$ cat config.mk
export PLATFORM = sky130hd
export DESIGN_NAME = wsp_scan_sequencer
export DESIGN_NICKNAME = d
export VERILOG_FILES = /design/src/rtl/wsp_scan_sequencer.sv
export SDC_FILE = /design/constraint.sdc
export NUM_CORES = 1
export LEC_CHECK = 0
export ABC_AREA = 0
export CAP_MARGIN = 20
export CORE_MARGIN = 5
export CORE_UTILIZATION = 54
export CTS_CLUSTER_DIAMETER = 200
export CTS_CLUSTER_SIZE = 12
export DETAILED_ROUTE_END_ITERATION = 12
export PLACE_DENSITY = 0.86
export SYNTH_ARGS = -nofsm -noshare
export SYNTH_HDL_FRONTEND = slang
export SYNTH_SLANG_ARGS = --single-unit
$ cat constraint.sdc
create_clock -name WRCK -period 3.41 [get_ports WRCK]
set_clock_uncertainty 0.05 [all_clocks]
set_input_delay 0.682 -clock WRCK [delete_from_list [all_inputs] [get_ports WRCK]]
set_output_delay 0.682 -clock WRCK [all_outputs]
set_load 0.02 [all_outputs]
$ cat src/rtl/wsp_scan_sequencer.sv
// IEEE 1500 WSP sequencer: loads a WIR instruction, then optionally runs a
// capture/shift/update scan of a data register. Optional WSP_HOLD_EN adds a shift-stall input `hold`.
module wsp_scan_sequencer #(
    parameter int WIR_WIDTH = 12,
    parameter int DR_WIDTH  = 16,
    parameter int CNT_WIDTH = 8
) (
    input  logic                 WRCK,
    input  logic                 WRSTN,
    input  logic                 start,
    input  logic [WIR_WIDTH-1:0] wir_code,
    input  logic [CNT_WIDTH-1:0] dr_len,
    input  logic [DR_WIDTH-1:0]  dr_data_in,
    input  logic                 WSO,
`ifdef WSP_HOLD_EN
    input  logic                 hold,
`endif
    output logic                 SelectWIR,
    output logic                 CaptureWR,
    output logic                 ShiftWR,
    output logic                 UpdateWR,
    output logic                 WSI,
    output logic                 busy,
    output logic                 done,
    output logic [DR_WIDTH-1:0]  dr_data_out
);

    localparam int WIR_IW = (WIR_WIDTH > 1) ? $clog2(WIR_WIDTH) : 1;
    localparam int DR_IW  = (DR_WIDTH > 1) ? $clog2(DR_WIDTH) : 1;
    localparam logic [CNT_WIDTH-1:0] WIR_LAST = CNT_WIDTH'(WIR_WIDTH - 1);
    localparam logic [CNT_WIDTH-1:0] DR_MAX   = CNT_WIDTH'(DR_WIDTH);

    typedef enum logic [2:0] {
        S_IDLE       = 3'd0,
        S_WIR_SHIFT  = 3'd1,
        S_WIR_UPDATE = 3'd2,
        S_DR_CAPTURE = 3'd3,
        S_DR_SHIFT   = 3'd4,
        S_DR_UPDATE  = 3'd5,
        S_DONE       = 3'd6
    } state_t;

    state_t                r_state;
    state_t                w_state_nxt;
    logic [CNT_WIDTH-1:0]  r_cnt;
    logic [CNT_WIDTH-1:0]  w_cnt_nxt;
    logic [CNT_WIDTH-1:0]  w_cnt_inc;
    logic [WIR_WIDTH-1:0]  r_wir;
    logic [DR_WIDTH-1:0]   r_din;
    logic [CNT_WIDTH-1:0]  r_len;
    logic [CNT_WIDTH-1:0]  w_len_clamp;
    logic [DR_WIDTH-1:0]   r_dout;

    logic r_sel, r_cap, r_shift, r_upd, r_wsi, r_busy, r_done;
    logic w_sel_nxt, w_cap_nxt, w_shift_nxt, w_upd_nxt, w_wsi_nxt, w_busy_nxt, w_done_nxt;
    logic w_latch, w_dout_clr, w_dout_smp;
    logic w_hold;
    logic w_wir_bit_cur, w_wir_bit_inc, w_din_bit_cur, w_din_bit_inc;

`ifdef WSP_HOLD_EN
    assign w_hold = hold;
`else
    assign w_hold = 1'b0;
`endif

    assign w_cnt_inc     = r_cnt + 1'b1;
    assign w_len_clamp   = (dr_len > DR_MAX) ? DR_MAX : dr_len;
    assign w_wir_bit_cur = r_wir[r_cnt[WIR_IW-1:0]];
    assign w_wir_bit_inc = r_wir[w_cnt_inc[WIR_IW-1:0]];
    assign w_din_bit_cur = r_din[r_cnt[DR_IW-1:0]];
    assign w_din_bit_inc = r_din[w_cnt_inc[DR_IW-1:0]];

    always_ff @(posedge WRCK or negedge WRSTN) begin
        if (!WRSTN) begin
            r_state <= S_IDLE;
        end else begin
            r_state <= w_state_nxt;
        end
    end

    // Outputs are decoded for the next state and registered, so each strobe
    // is glitch-free and lines up with the state it belongs to. A cycle with
    // ShiftWR high is a real shift; a held cycle re-presents the same bit.
    always_comb begin
        w_state_nxt = r_state;
        w_cnt_nxt   = r_cnt;
        w_latch     = 1'b0;
        w_dout_clr  = 1'b0;
        w_dout_smp  = 1'b0;
        w_sel_nxt   = 1'b0;
        w_cap_nxt   = 1'b0;
        w_shift_nxt = 1'b0;
        w_upd_nxt   = 1'b0;
        w_wsi_nxt   = 1'b0;
        w_busy_nxt  = 1'b0;
        w_done_nxt  = 1'b0;
        case (r_state)
            S_IDLE: begin
                if (start) begin
                    w_latch     = 1'b1;
                    w_state_nxt = S_WIR_SHIFT;
                    w_cnt_nxt   = '0;
                    w_sel_nxt   = 1'b1;
                    w_shift_nxt = 1'b1;
                    w_wsi_nxt   = wir_code[0];
                    w_busy_nxt  = 1'b1;
                end
            end
            S_WIR_SHIFT: begin
                w_sel_nxt  = 1'b1;
                w_busy_nxt = 1'b1;
                if (r_shift && (r_cnt == WIR_LAST)) begin
                    w_state_nxt = S_WIR_UPDATE;
                    w_upd_nxt   = 1'b1;
                end else if (r_shift) begin
                    w_cnt_nxt   = w_cnt_inc;
                    w_shift_nxt = !w_hold;
                    w_wsi_nxt   = w_wir_bit_inc;
                end else begin
                    w_shift_nxt = !w_hold;
                    w_wsi_nxt   = w_wir_bit_cur;
                end
            end
            S_WIR_UPDATE: begin
                if (r_len != '0) begin
                    w_state_nxt = S_DR_CAPTURE;
                    w_cap_nxt   = 1'b1;
                    w_busy_nxt  = 1'b1;
                    w_dout_clr  = 1'b1;
                end else begin
                    w_state_nxt = S_DONE;
                    w_done_nxt  = 1'b1;
                end
            end
            S_DR_CAPTURE: begin
                w_state_nxt = S_DR_SHIFT;
                w_cnt_nxt   = '0;
                w_shift_nxt = 1'b1;
                w_wsi_nxt   = r_din[0];
                w_busy_nxt  = 1'b1;
            end
            S_DR_SHIFT: begin
                w_busy_nxt = 1'b1;
                w_dout_smp = r_shift;
                if (r_shift && (r_cnt == r_len - 1'b1)) begin
                    w_state_nxt = S_DR_UPDATE;
                    w_upd_nxt   = 1'b1;
                end else if (r_shift) begin
                    w_cnt_nxt   = w_cnt_inc;
                    w_shift_nxt = !w_hold;
                    w_wsi_nxt   = w_din_bit_inc;
                end else begin
                    w_shift_nxt = !w_hold;
                    w_wsi_nxt   = w_din_bit_cur;
                end
            end
            S_DR_UPDATE: begin
                w_state_nxt = S_DONE;
                w_done_nxt  = 1'b1;
            end
            S_DONE: begin
                w_state_nxt = S_IDLE;
            end
            default: begin
                w_state_nxt = S_IDLE;
            end
        endcase
    end

    always_ff @(posedge WRCK or negedge WRSTN) begin
        if (!WRSTN) begin
            r_cnt   <= '0;
            r_wir   <= '0;
            r_din   <= '0;
            r_len   <= '0;
            r_dout  <= '0;
            r_sel   <= 1'b0;
            r_cap   <= 1'b0;
            r_shift <= 1'b0;
            r_upd   <= 1'b0;
            r_wsi   <= 1'b0;
            r_busy  <= 1'b0;
            r_done  <= 1'b0;
        end else begin
            r_cnt   <= w_cnt_nxt;
            r_sel   <= w_sel_nxt;
            r_cap   <= w_cap_nxt;
            r_shift <= w_shift_nxt;
            r_upd   <= w_upd_nxt;
            r_wsi   <= w_wsi_nxt;
            r_busy  <= w_busy_nxt;
            r_done  <= w_done_nxt;
            if (w_latch) begin
                r_wir <= wir_code;
                r_din <= dr_data_in;
                r_len <= w_len_clamp;
            end
            if (w_dout_clr) begin
                r_dout <= '0;
            end else if (w_dout_smp) begin
                r_dout[r_cnt[DR_IW-1:0]] <= WSO;
            end
        end
    end

    assign SelectWIR   = r_sel;
    assign CaptureWR   = r_cap;
    assign ShiftWR     = r_shift;
    assign UpdateWR    = r_upd;
    assign WSI         = r_wsi;
    assign busy        = r_busy;
    assign done        = r_done;
    assign dr_data_out = r_dout;

endmodule

# After elaboration in Yosys (flattened, before gate mapping)
# Cells that the tools add are included.
[op_classes]
n_mux = 45
add_sub_neg = 2
n_reduce_logical = 10
eq_ne = 12
n_lt_le_gt_ge = 4
[ops]
columns = ["op", "n"]
rows = [
  ["$mux 8", 5],
  ["$mux 16", 2],
  ["$pmux 8 s4", 1],
  ["$mux 1", 20],
  ["$pmux 3 s6", 1],
  ["$bmux 1 s4", 4],
  ["$bwmux 16", 1],
  ["$mux 3", 4],
  ["$lt 4x5->1 const B", 2],
  ["$ne 2x2->1 const B", 5],
  ["$add 8x1->8 const B", 1],
  ["$eq 8x4->1 const B", 1],
  ["$eq 8x8->1", 1],
  ["$gt 8x5->1 const B", 1],
  ["$pmux 1 s4", 2],
  ["$reduce_bool 8->1", 1],
  ["$sub 8x1->8 const B", 1],
  ["$eq 3x2->1 const B", 2],
  ["$eq 3x3->1 const B", 2],
  ["$pmux 1 s2", 3],
  ["$demux 1 s4", 1],
  ["$ge 4x1->1 const B", 1],
  ["$reduce_and 4->1", 1],
  ["$reduce_bool 4->1", 1],
  ["other kinds (7)", 9],
]
[word_totals]
out_inout_bits = 23
reg_bits = 70
inputBits = 40
wordCells = 86

# Logic depth before layout (Yosys ltp)
[logic_depth]
depth_word = 7
ltp_mapped = 10
mapped_depth_nobuf = 8

# Worst setup path after synthesis
# OpenSTA, ideal clock, no wires.
[synth_path]
path_kind = "register -> register"
start = "reg r_cnt[0]"
end = "reg r_wsi, in the netlist WSI"
n_path_buf = 3
setup_time_ns = 0.126
stages_incl_launch_ff = 10
t_arrival_ns = 2.796
period_less_slack_ns = 2.972
path_slack_ns = 0.438
required_time_ns = 3.234
path_cell_list = "dfrtp_1 -> buf_6 -> clkbuf_8 -> inv_1 -> ha_1 -> buf_2 -> mux4_2 -> mux4_2 -> mux2_2 -> a221o_1"
[synth_via]
elab_chain_len = 6
elab_cells_between_ends = 18
classes_between = "1 x add/sub; 2 x eq/ne; 13 x mux; 2 x reduce/logical"
[synth_rtl]
columns = ["item", "line", "source"]
rows = [
  ["start: declaration", "45", "logic [CNT_WIDTH-1:0] r_cnt;"],
  ["start signal: assignment", "185", "r_cnt <= w_cnt_nxt;"],
  ["$add 8x1->8", "66", "assign w_cnt_inc = r_cnt + 1'b1;"],
  ["$bmux 1 s4 (on tied branches)", "71, 69", ""],
  ["$mux 1 (on tied branches)", "71, 69", ""],
  ["$mux 1 (on tied branches)", "148, 115", ""],
  ["$mux 1 (on tied branches)", "145, 112", ""],
  ["$pmux 1 s4 *", "97", "case (r_state)"],
  ["named net w_wsi_nxt", "55", "logic w_sel_nxt, w_cap_nxt, w_shift_nxt, w_upd_nxt, w_wsi_nxt, w_busy_nxt, w_done_nxt;"],
  ["end signal: assignment", "190", "r_wsi <= w_wsi_nxt;"],
  ["end: declaration", "54", "logic r_sel, r_cap, r_shift, r_upd, r_wsi, r_busy, r_done;"],
]
# The timed path passes the listed nets; every way through them passes the cells marked *. The select of a mux whose other input is x is not followed.
# A chain may end at the register's enable or synchronous reset.

# Final worst setup path
# Same ends and word-level chain as after synthesis.

==> results_dict.tcl <==
set metrics [dict create \
    synth_cell_types 55 \
    ant_nets 0 \
    required_ns 3.58 \
    switchingPower_mw 1.413 \
    clkLatencyLatePin_ns 0.35 \
    maxCapViolCount 0 \
    drtIter0Drc 241 \
    p_seq_share_pct 37.4 \
    worstRegToRegCells 6 \
    yosysTopAreaCell "dfrtp_1" \
    status "finished, final reports clean" \
    hold_buffers 0 \
    clockPowerShare_pct 18.3 \
    diodes 0 \
    start_kind "register" \
    final_area_um2 4772 \
    clockBufferDepth 2 \
    path_clk_slew_ns 0.07 \
    drt-pass1-iter-count 5 \
    core-area_um2 7137 \
    avgRoutedWirePerCell_um 15.71 \
    die-area_um2 9042 \
    fin_ws_ns 0.7859 \
    htreeDepth 3 \
    drive_above_1_share_pct 10.97 \
    viasPerCell 5.653 \
    portBuffers 62 \
    numClockSinks 70 \
    comb_power_share_pct 44.3 \
    initial_utilization_pct 54.79 \
    rr_endpoint "WSI" \
    period_share_pct 76.95 \
    min_from "r_wir[8]" \
    cts_tree "done" \
    rr_startpoint "r_cnt[0]" \
    synthArstFlopShare_pct 100.0 \
    critPathKind "reg2reg" \
    crit_arrival_ns 2.80 \
    setup-tns-final_ns 0 \
    num_rows 31 \
    clockRootBuffer "clkbuf_8" \
    synth_top_area_share_pct 44.80 \
    synth_area_um2 3910 \
    postSynthCellCount 416 \
    utilization_pct 66.87 \
    cts_made_buffers 9 \
    avgSynthCellArea_um2 9.399 \
    fmax_mhz 381.1 \
    cp-end-kind "register" \
    drc 0 \
    switching_share_pct 38.42 \
    synth_seq_cells 70 \
    dpl.cell_count 557 \
    grt_pass1_vias 3115 \
    finalNonFillerCells 573 \
    hp-class "reg2reg" \
    cp_slowest_cell "mux4_2" \
    hold_slack_ns 0.4533 \
    worstPathCellList "buf_4, ha_1, xnor2_1, mux4_2, mux2_2, a221o_1" \
    synthFlopType "dfrtp_1" \
    setup_viol 0 \
    worstPathMaxFanout 18 \
    die_h_um 95.09 \
    rsz0062_at_grt "no" \
    relSlewSlack_pct 41.26 \
    routed_wl_um 9003 \
    power-per-cell-area_nw_per_um2 770.9 \
    antenna_found_initial 0 \
    pre_cts_slack_ns 0.6300 \
    final_common_cell "nand2_1" \
    syn2layout_area_growth_pct 22.05 \
    globalRouteOverflowTotal 0 \
    yosysWarnings 0 \
    synth_area_leaders "dfrtp_1 45%, nand2_1 13%, mux4_2 9.2%, a21oi_1 2.9%, nand3_1 2.7%" \
    fin_crit_ns 2.624 \
    crit_start "r_cnt[0]" \
    p_leak_nw 2.177 \
    dpl-instance-area_um2 4573 \
    synth_edf_count 0 \
    cts.repair.resized 0 \
    ios 63 \
    peakVddDrop_v 0.0004547 \
    finalNetCount 515 \
    tightest_slew_ns 0.8810 \
    synth_fp_nets 462 \
    hold_end "r_wir[8]" \
    hold_depth 2 \
    grt_max_degree 71 \
    dp_hpwl_um 6273 \
    die_w_um 95.09 \
    yosysSeqAreaShare_pct 44.80 \
    hold_violations 0 \
    finalMaxSlewViolations 0 \
    globalplace.congestion 0.9173 \
    grt_pass1_wl_um 14880 \
    num_vias 3239 \
    postCtsSetupRepairBufs 0 \
    final_cell_mix "131 x nand2_1, 70 x dfrtp_1, 61 x clkdlybuf4s50_1" \
    slowest_delay_ns 0.53 \
    p_int_mw 2.266 \
    power_mw 3.679 \
    track_usage_pct 21.38 \
    r2r_setup_slack_ns 0.79 \
]
[cells by family (layout without fill, tap and decap cells)]
kind of cell | count (synthesis) | after routing | synth area share, %
fa+ha+maj | 6 | 6 | 1.920
mux | 26 | 26 | 12.06
simple gates | 219 | 219 | 25.57
flops | 70 | 70 | 44.80
buf+inv | 32 | 90 | 3.936
xor+xnor | 11 | 11 | 2.464
compound gates | 52 | 52 | 9.249
[worst max-delay path by stage]
stage / slack (ns) / cells past startpoint / to
CTS: 0.80 / 6 / WSI
global route: 0.63 / 6 / WSI
finish: 0.79 / 6 / WSI
floorplan: 0.44 / 9 / WSI
global placement: 0.69 / 7 / r_cnt[0]
detailed placement: 0.63 / 7 / r_cnt[0]
[layout make-up]
cell class,instances,area [um2]
Clock buffer,10,137.6
Clock inverter,6,61.31
Fill cell,587,2365
Inverter,5,18.77
Multi-Input combinational cell,314,2011
Sequential cell,70,1752
Tap cell,99,123.9
Timing Repair Buffer,69,668.1
[power by group through the flow]
stage	sequential, mW	clock [mW]	combinational [mW]
after CTS	1.37	0.695	1.64
final	1.38	0.673	1.63
after floorplan	1.35	0	1.16
after global placement	1.37	0	1.57
after global routing	1.41	0.725	1.78
after detailed placement	1.39	0	1.62
[metal layers]
metal,GRT usage [%],vias up,routed length (um)
met5,0,-,0
met4,7.572,0,145
met3,3.867,11,459
met2,35.34,105,4598
met1,28.33,1586,3799
li1,-,1537,-
[cell usage after synthesis, types with 5 or more instances]
cell type    n
buf_1        6
dfrtp_1     70
ha_1         6
nand2_1    131
nand3_1     21
and3_1       9
nand2b_1     7
mux2i_1      7
a21oi_1     23
o21ai_0      5
nor2b_1      6
clkbuf_1    15
nor2_1      20
inv_1        5
mux4_2      16
xor2_1       7
[sequential cells by signal, indices dropped and copies added, names as in the netlist]
signal	cells
busy	1
r_din	16
r_len	8
UpdateWR	1
r_wir	12
r_state	3
ShiftWR	1
CaptureWR	1
done	1
WSI	1
SelectWIR	1
dr_data_out	16
r_cnt	8
[worst max-delay path: cells and delay by family (launching register included)]
family          cells  cell delay, ns
flops               1            0.42
xor+xnor            1            0.22
fa+ha+maj           1            0.35
buf+inv             1            0.31
mux                 2            0.81
compound gates      1            0.34
(Power assumes the default switching activity.)
